`config.mk`:
```
export PLATFORM = sky130hd
export DESIGN_NAME = video_line_packer_flat
export DESIGN_NICKNAME = d
export VERILOG_FILES = /design/src/rtl/video_pkg.sv /design/src/rtl/video_line_packer_if.sv /design/src/rtl/burst_req_reg.sv /design/src/rtl/video_line_packer.sv /design/src/flat_wrapper.sv
export SDC_FILE = /design/constraint.sdc
export NUM_CORES = 1
export LEC_CHECK = 0
export BUFFER_PORTS_ARGS = -buffer_cell sky130_fd_sc_hd__buf_2
export CORE_MARGIN = 8
export CORE_UTILIZATION = 53
export CTS_BUF_LIST = sky130_fd_sc_hd__clkbuf_4
export CTS_CLUSTER_SIZE = 28
export DETAILED_ROUTE_END_ITERATION = 12
export PLACE_DENSITY_LB_ADDON = 0.15
export SETUP_SLACK_MARGIN = 0.02
export SLEW_MARGIN = 20
export SYNTH_ARGS = -nofsm -noshare
export SYNTH_HDL_FRONTEND = slang
export SYNTH_HIERARCHICAL = 1
export SYNTH_SLANG_ARGS = --single-unit
```
`constraint.sdc`:
```
create_clock -name video_clk -period 2.8 [get_ports video_clk]
set_clock_uncertainty 0.2 [all_clocks]
set_input_delay 0.28 -clock video_clk [delete_from_list [all_inputs] [get_ports video_clk]]
set_output_delay 0.28 -clock video_clk [all_outputs]
set_load 0.05 [all_outputs]
```
`src/rtl/video_pkg.sv`:
```
// Shared constants and elaboration helpers for the video write path.
package video_pkg;

  localparam int              BURST_CNT_W = 16;
  localparam logic [7:0]      DEF_PAD_VAL = 8'hff;

  function automatic int slot_w(input int pix_w, input int pad_w);
    return pix_w + pad_w;
  endfunction

  function automatic int slots(input int bus_w, input int s_w);
    return bus_w / s_w;
  endfunction

  function automatic int clog2(input int v);
    int r;
    r = 0;
    for (int i = 0; i < 31; i++)
      if ((1 << i) < v) r = i + 1;
    return r;
  endfunction

endpackage

```
`src/rtl/video_line_packer_if.sv`:
```
// Video-in / FIFO-out / burst-request bundle around the line packer.
interface video_line_packer_if
  import video_pkg::*;
#(
  parameter int PIX_W      = 24,
  parameter int BUS_W      = 128,
  parameter int LINE_CNT_W = 12
);
  logic                   video_vs;
  logic                   video_de;
  logic [PIX_W-1:0]       video_data;
  logic [BUS_W-1:0]       fifo_data;
  logic                   fifo_wr_en;
  logic                   burst_valid;
  logic                   burst_ready;
  logic [BURST_CNT_W-1:0] burst_words;
  logic                   frame_start;
  logic                   line_end;
  logic [LINE_CNT_W-1:0]  line_cnt;
  logic                   overflow;

  modport master (
    output video_vs, video_de, video_data, burst_ready,
    input  fifo_data, fifo_wr_en, burst_valid, burst_words,
           frame_start, line_end, line_cnt, overflow
  );

  modport slave (
    input  video_vs, video_de, video_data, burst_ready,
    output fifo_data, fifo_wr_en, burst_valid, burst_words,
           frame_start, line_end, line_cnt, overflow
  );
endinterface

```
`src/rtl/burst_req_reg.sv`:
```
// Single-entry burst request holder; a request arriving while one is stuck is dropped and flagged.
module burst_req_reg
  import video_pkg::*;
(
  input  logic                   video_clk,
  input  logic                   video_rst_n,
  input  logic                   req,
  input  logic [BURST_CNT_W-1:0] req_words,
  input  logic                   clr_ovf,
  input  logic                   burst_ready,
  output logic                   burst_valid,
  output logic [BURST_CNT_W-1:0] burst_words,
  output logic                   overflow
);

  logic can_load;
  assign can_load = !burst_valid || burst_ready;

  always_ff @(posedge video_clk or negedge video_rst_n) begin
    if (!video_rst_n) begin
      burst_valid <= 1'b0;
      burst_words <= '0;
      overflow    <= 1'b0;
    end else begin
      if (req && can_load) begin
        burst_valid <= 1'b1;
        burst_words <= req_words;
      end else if (burst_valid && burst_ready) begin
        burst_valid <= 1'b0;
      end
      if (clr_ovf)              overflow <= 1'b0;
      else if (req && !can_load) overflow <= 1'b1;
    end
  end

endmodule

```
`src/rtl/video_line_packer.sv`:
```
// Packs DE-qualified pixels into FIFO words, flushes partial words at line end,
// and raises burst requests per BURST_LEN words plus a per-line remainder.
module video_line_packer
  import video_pkg::*;
#(
  parameter int               PIX_W      = 24,
  parameter int               PAD_W      = 8,
  parameter logic [PAD_W-1:0] PAD_VAL    = PAD_W'(DEF_PAD_VAL),
  parameter int               BUS_W      = 128,
  parameter int               BURST_LEN  = 16,
  parameter bit               MSB_FIRST  = 1'b1,
  parameter int               LINE_CNT_W = 12
) (
  input  logic         video_clk,
  input  logic         video_rst_n,
  video_line_packer_if.slave vif
);

  localparam int SLOT_W = slot_w(PIX_W, PAD_W);
  localparam int SLOTS  = slots(BUS_W, SLOT_W);
  localparam int SC_W   = clog2(SLOTS);
  localparam logic [SC_W-1:0]        SC_LAST = SC_W'(SLOTS - 1);
  localparam logic [BURST_CNT_W:0]   BL_EXT  = (BURST_CNT_W + 1)'(BURST_LEN);

  logic                   vs_d, de_d;
  logic                   fs_evt, le_evt;
  logic [SC_W-1:0]        slot_cnt, sc_base, slot_sel;
  logic [BUS_W-1:0]       pack_q, pack_base, pack_ins;
  logic [BUS_W-1:0]       fifo_data_q;
  logic                   fifo_wr_q, frame_start_q, line_end_q;
  logic [LINE_CNT_W-1:0]  line_cnt_q;
  logic [BURST_CNT_W-1:0] word_cnt, word_cnt_n, req_words;
  logic [BURST_CNT_W:0]   cnt_n;
  logic                   req;

  assign fs_evt = vif.video_vs && !vs_d;
  assign le_evt = !vif.video_de && de_d;

  // A pixel landing on the frame_start edge belongs to slot 0 of the new frame.
  always_comb begin
    sc_base   = fs_evt ? '0 : slot_cnt;
    pack_base = fs_evt ? '0 : pack_q;
    slot_sel  = MSB_FIRST ? (SC_LAST - sc_base) : sc_base;
    pack_ins  = pack_base;
    for (int s = 0; s < SLOTS; s++)
      if (SC_W'(s) == slot_sel)
        pack_ins[s*SLOT_W +: SLOT_W] = {PAD_VAL, vif.video_data};
  end

  always_ff @(posedge video_clk or negedge video_rst_n) begin
    if (!video_rst_n) begin
      vs_d          <= 1'b0;
      de_d          <= 1'b0;
      slot_cnt      <= '0;
      pack_q        <= '0;
      fifo_data_q   <= '0;
      fifo_wr_q     <= 1'b0;
      frame_start_q <= 1'b0;
      line_end_q    <= 1'b0;
      line_cnt_q    <= '0;
    end else begin
      vs_d          <= vif.video_vs;
      de_d          <= vif.video_de;
      frame_start_q <= fs_evt;
      line_end_q    <= le_evt;
      fifo_wr_q     <= 1'b0;
      if (fs_evt)      line_cnt_q <= '0;
      else if (le_evt) line_cnt_q <= line_cnt_q + LINE_CNT_W'(1);

      if (vif.video_de) begin
        if (sc_base == SC_LAST) begin
          fifo_data_q <= pack_ins;
          fifo_wr_q   <= 1'b1;
          pack_q      <= '0;
          slot_cnt    <= '0;
        end else begin
          pack_q   <= pack_ins;
          slot_cnt <= sc_base + SC_W'(1);
        end
      end else if (fs_evt) begin
        pack_q   <= '0;
        slot_cnt <= '0;
      end else if (le_evt && slot_cnt != '0) begin
        // pack_q already holds zeros in the unused slots
        fifo_data_q <= pack_q;
        fifo_wr_q   <= 1'b1;
        pack_q      <= '0;
        slot_cnt    <= '0;
      end
    end
  end

  // A word that completes a burst on the line-end cycle yields one full request, not a remainder.
  always_comb begin
    cnt_n      = {1'b0, word_cnt} + (BURST_CNT_W + 1)'(fifo_wr_q);
    word_cnt_n = cnt_n[BURST_CNT_W-1:0];
    req        = 1'b0;
    req_words  = '0;
    if (fs_evt) begin
      word_cnt_n = '0;
    end else if (cnt_n == BL_EXT) begin
      req        = 1'b1;
      req_words  = BURST_CNT_W'(BURST_LEN);
      word_cnt_n = '0;
    end else if (line_end_q && cnt_n != '0) begin
      req        = 1'b1;
      req_words  = cnt_n[BURST_CNT_W-1:0];
      word_cnt_n = '0;
    end
  end

  always_ff @(posedge video_clk or negedge video_rst_n) begin
    if (!video_rst_n) word_cnt <= '0;
    else              word_cnt <= word_cnt_n;
  end

  burst_req_reg u_req (
    .video_clk   (video_clk),
    .video_rst_n (video_rst_n),
    .req         (req),
    .req_words   (req_words),
    .clr_ovf     (fs_evt),
    .burst_ready (vif.burst_ready),
    .burst_valid (vif.burst_valid),
    .burst_words (vif.burst_words),
    .overflow    (vif.overflow)
  );

  assign vif.fifo_data   = fifo_data_q;
  assign vif.fifo_wr_en  = fifo_wr_q;
  assign vif.frame_start = frame_start_q;
  assign vif.line_end    = line_end_q;
  assign vif.line_cnt    = line_cnt_q;

endmodule

```
`src/flat_wrapper.sv`:
```
// flat-port wrapper written by rule: the top's interface ports become plain ports
module video_line_packer_flat import video_pkg::*;
#(
  parameter int               PIX_W      = 24,
  parameter int               PAD_W      = 8,
  parameter logic [PAD_W-1:0] PAD_VAL    = PAD_W'(DEF_PAD_VAL),
  parameter int               BUS_W      = 128,
  parameter int               BURST_LEN  = 16,
  parameter bit               MSB_FIRST  = 1'b1,
  parameter int               LINE_CNT_W = 12
)
  (video_clk, video_rst_n, vif_video_vs, vif_video_de, vif_video_data, vif_burst_ready, vif_fifo_data, vif_fifo_wr_en, vif_burst_valid, vif_burst_words, vif_frame_start, vif_line_end, vif_line_cnt, vif_overflow);
  video_line_packer_if #(.PIX_W(PIX_W), .BUS_W(BUS_W), .LINE_CNT_W(LINE_CNT_W)) vif_i ();
  input  logic video_clk;
  input  logic video_rst_n;
  input wire logic [$bits(vif_i.video_vs)-1:0] vif_video_vs;
  input wire logic [$bits(vif_i.video_de)-1:0] vif_video_de;
  input wire logic [$bits(vif_i.video_data)-1:0] vif_video_data;
  input wire logic [$bits(vif_i.burst_ready)-1:0] vif_burst_ready;
  output wire logic [$bits(vif_i.fifo_data)-1:0] vif_fifo_data;
  output wire logic [$bits(vif_i.fifo_wr_en)-1:0] vif_fifo_wr_en;
  output wire logic [$bits(vif_i.burst_valid)-1:0] vif_burst_valid;
  output wire logic [$bits(vif_i.burst_words)-1:0] vif_burst_words;
  output wire logic [$bits(vif_i.frame_start)-1:0] vif_frame_start;
  output wire logic [$bits(vif_i.line_end)-1:0] vif_line_end;
  output wire logic [$bits(vif_i.line_cnt)-1:0] vif_line_cnt;
  output wire logic [$bits(vif_i.overflow)-1:0] vif_overflow;
  assign vif_i.video_vs = vif_video_vs;
  assign vif_i.video_de = vif_video_de;
  assign vif_i.video_data = vif_video_data;
  assign vif_i.burst_ready = vif_burst_ready;
  assign vif_fifo_data = vif_i.fifo_data;
  assign vif_fifo_wr_en = vif_i.fifo_wr_en;
  assign vif_burst_valid = vif_i.burst_valid;
  assign vif_burst_words = vif_i.burst_words;
  assign vif_frame_start = vif_i.frame_start;
  assign vif_line_end = vif_i.line_end;
  assign vif_line_cnt = vif_i.line_cnt;
  assign vif_overflow = vif_i.overflow;
  video_line_packer #(.PIX_W(PIX_W), .PAD_W(PAD_W), .PAD_VAL(PAD_VAL), .BUS_W(BUS_W), .BURST_LEN(BURST_LEN), .MSB_FIRST(MSB_FIRST), .LINE_CNT_W(LINE_CNT_W)) u_core (.video_clk(video_clk), .video_rst_n(video_rst_n), .vif(vif_i));
endmodule
```
==> results.cfg <==
[status]
status = completed

[floorplan]
ios = 190
core_region_area_um2 = 23300
dieArea_um2 = 28900
start_util = 0.538
dieWidth_um = 170
rows = 56
fp.dieH_um = 170

[timing]
worst_pin_slew_ns = 0.923
period_share = 0.977
slew_violations = 0
hold_slack_ns = 0.0680
setup_viol = 0
hold_violations = 0
timing.final.crit_period_ns = 2.74
rsz0062_at_grt = yes
relSlewSlack = 0.383
max_freq_mhz = 366

[power_and_ir_drop]
leakagePower_nw = 7.91
ir_drop_uv = 464
total_power_mw = 13.1
power_density_nw_per_um2 = 837

[routing]
via_count = 9711
avgRoutedWirePerCell_um = 18.3
drc = 0
post_drt_via_cell_ratio = 5.50
drtIter0Drc = 757
ant_nets = 0
firstDrtPassIters = 5
drt-total-wl_mm = 32.4

[worst_setup_path]
worst_setup_path_start_kind = flop
crit_cells = 10
arrival_ns = 3.08
startpoint = u_core/vif.fifo_wr_en
cp-endpoint = u_core/u_req/burst_words[11]
crit_path_end_kind = flop
r2r-start = u_core/vif.fifo_wr_en
cp.required_ns = 3.15
cp_top_family = compound AO/OA/AOI/OAI gates
slowest_delay_ns = 0.42
path_class = reg -> reg
r2r-end = u_core/u_req/burst_words[11]
critPathBufInv = 0
critPathMaxFanout = 8
r2r.worst_path.cells = 10
critPathSlowestCell = dfrtp_2
crit_chain = ha_4, ha_2, and3_4, a311oi_2, a211o_1, o21ai_2, o311ai_2, a21bo_4, nand2_8, mux2_2
r2r_slack_ns = 0.06

[logic_synthesis]
yosysSeqAreaShare = 0.616
yosysMostFrequentCell = dfrtp_1
syn_avg_cell_area_um2 = 11.2
ys_warn_count = 6
synthArstFlopShare = 1.00
syn_inst = 1122
syn_nets = 1158
synth.area.top_cells = dfrtp_1, a22oi_1, o21ai_0
synth_cell_type_count = 51
syn_area_um2 = 12500
synth_seq_cells = 309
synth.top_cells.by_count = dfrtp_1, nand2_1, o21ai_0
synth_edf_count = 0
yosysTopAreaCell = dfrtp_1
synthFlopType = dfrtp_1
synth_top_cell_area_share = 0.616

[cells_and_area]
fillers = 1916
nNetsFinal = 1431
stdcell_area_um2 = 15600
area_growth_pct = 24.4
drive_gt1_frac = 0.297

[clocking]
cts_num_sinks = 309
clock_latency_ns = 0.67
cts_tree = built
cts_root_buffer = clkbuf_4
cts_max_level = 3
cts.clk_slew.worst_paths_ns = 0.07
cts_buffer_depth = 3
cts_made_buffers = 80

[hold_path]
holdCritPathClass = in -> async

[global_route]
grt_pass1_wl_mm = 53.0
grt_pass1_vias = 9960
antenna_found_initial = 2
grt_max_degree = 111
overflow = 0
track_usage = 0.227

[placed_design]
gp_congestion = 0.883
place_area_um2 = 14200
dp_hpwl_mm = 20.6
port_buffers = 189

[flow_run]
drv_cap = 0
==> registers in the layout (all words and copies together) (netlist names) <==
signal,cells
u_core/vif.line_end,1
u_core/slot_cnt,2
u_core/word_cnt,16
u_core/u_req/burst_words,16
u_core/pack_q,128
u_core/de_d,1
u_core/u_req/overflow,1
u_core/vif.frame_start,1
u_core/u_req/burst_valid,1
u_core/vs_d,1
u_core/vif.line_cnt,12
u_core/vif.fifo_wr_en,1
u_core/vif.fifo_data,128
==> report_power, final <==
group          switching (mW)  internal, mW  total [mW]
Clock                    1.76          2.14        3.90
Sequential              0.389          5.12        5.51
Combinational            2.74         0.911        3.65
Total                    4.89          8.17        13.1
==> area by class of cell <==
| cell class | instances | area (um2) | share of cell area |
|---|---|---|---|
| inverter | 8 | 30.0 | 0.00192 |
| antenna | 2 | 5.00 | 0.000321 |
| multi-input combinational | 713 | 4550 | 0.291 |
| tap | 319 | 399 | 0.0256 |
| clock buffer | 114 | 856 | 0.0548 |
| timing repair buffer | 283 | 1880 | 0.120 |
| sequential | 309 | 7730 | 0.495 |
| clock inverter | 19 | 159 | 0.0102 |
==> cells in the final DEF (no fill, tap or decap), types with 39 or more instances in the layout <==
cell type	n
a22o_1	72
buf_2	188
nand2_1	145
clkbuf_4	114
dfrtp_1	308
nor2_1	50
a22oi_1	96
and2_1	39
o21ai_0	130
buf_4	55
==> per-stage QoR <==
step	setup TNS (ns)	instances	setup WS (ns)	utilization
after floorplan	-1.21	1122	-0.115	-
after global placement	-0.609	1601	-0.0633	0.608
after detailed placement	-2.04	1601	-0.158	0.608
after CTS	0	1764	0.0195	0.666
after global routing	-0.415	1767	-0.0444	0.669
final	0	1767	0.0641	0.669
==> cell families (layout without fill, tap and decap cells) <==
logic type,count (synthesis),count (layout),synth area share
other cells,0,2,0
simple gates,284,285,0.105
xor+xnor,24,24,0.0168
mux,17,17,0.0181
flops,309,309,0.616
compound gates,380,380,0.202
fa+ha+maj,7,7,0.00698
buf+inv,101,424,0.0354
==> how the worst min path moves through the flow <==
stage | from | slack [ns] | cells past startpoint | end
global route | video_rst_n | 0.03 | 3 | u_core/u_req/burst_words[7]
finish | video_rst_n | 0.07 | 3 | u_core/u_req/burst_words[7]
global placement | video_rst_n | 0.07 | 1 | u_core/u_req/burst_words[9]
detailed placement | video_rst_n | 0.07 | 1 | u_core/u_req/burst_words[11]
CTS | video_rst_n | 0.02 | 3 | u_core/word_cnt[10]
floorplan | video_rst_n | -0.22 | 0 | u_core/de_d
==> worst min-delay path, stage by stage <==
cell,delay (ns)
dlygate4sd3_1,0.56
buf_8,0.18
buf_16,0.29
==> routing by layer <==
metal,share of wire,wire length (um),vias up,track usage
li1,-,-,4575,-
met3,0.056,1810,31,0.0544
met4,0.013,435,0,0.0720
met1,0.45,14500,4807,0.305
met2,0.48,15600,298,0.361
met5,0,0,-,0
==> what timing repair did <==
action / in CTS / in global routing
resized for setup: 7 / 10
endpoints found under the setup margin: 16 / 18
hold buffers: 29 / 0
pin swaps: 3 / 7
setup buffers: 0 / 1
cloned: 1 / 0
hold endpoints to repair: 493 / 0
No activity file was read; power rests on OpenSTA's default activity.
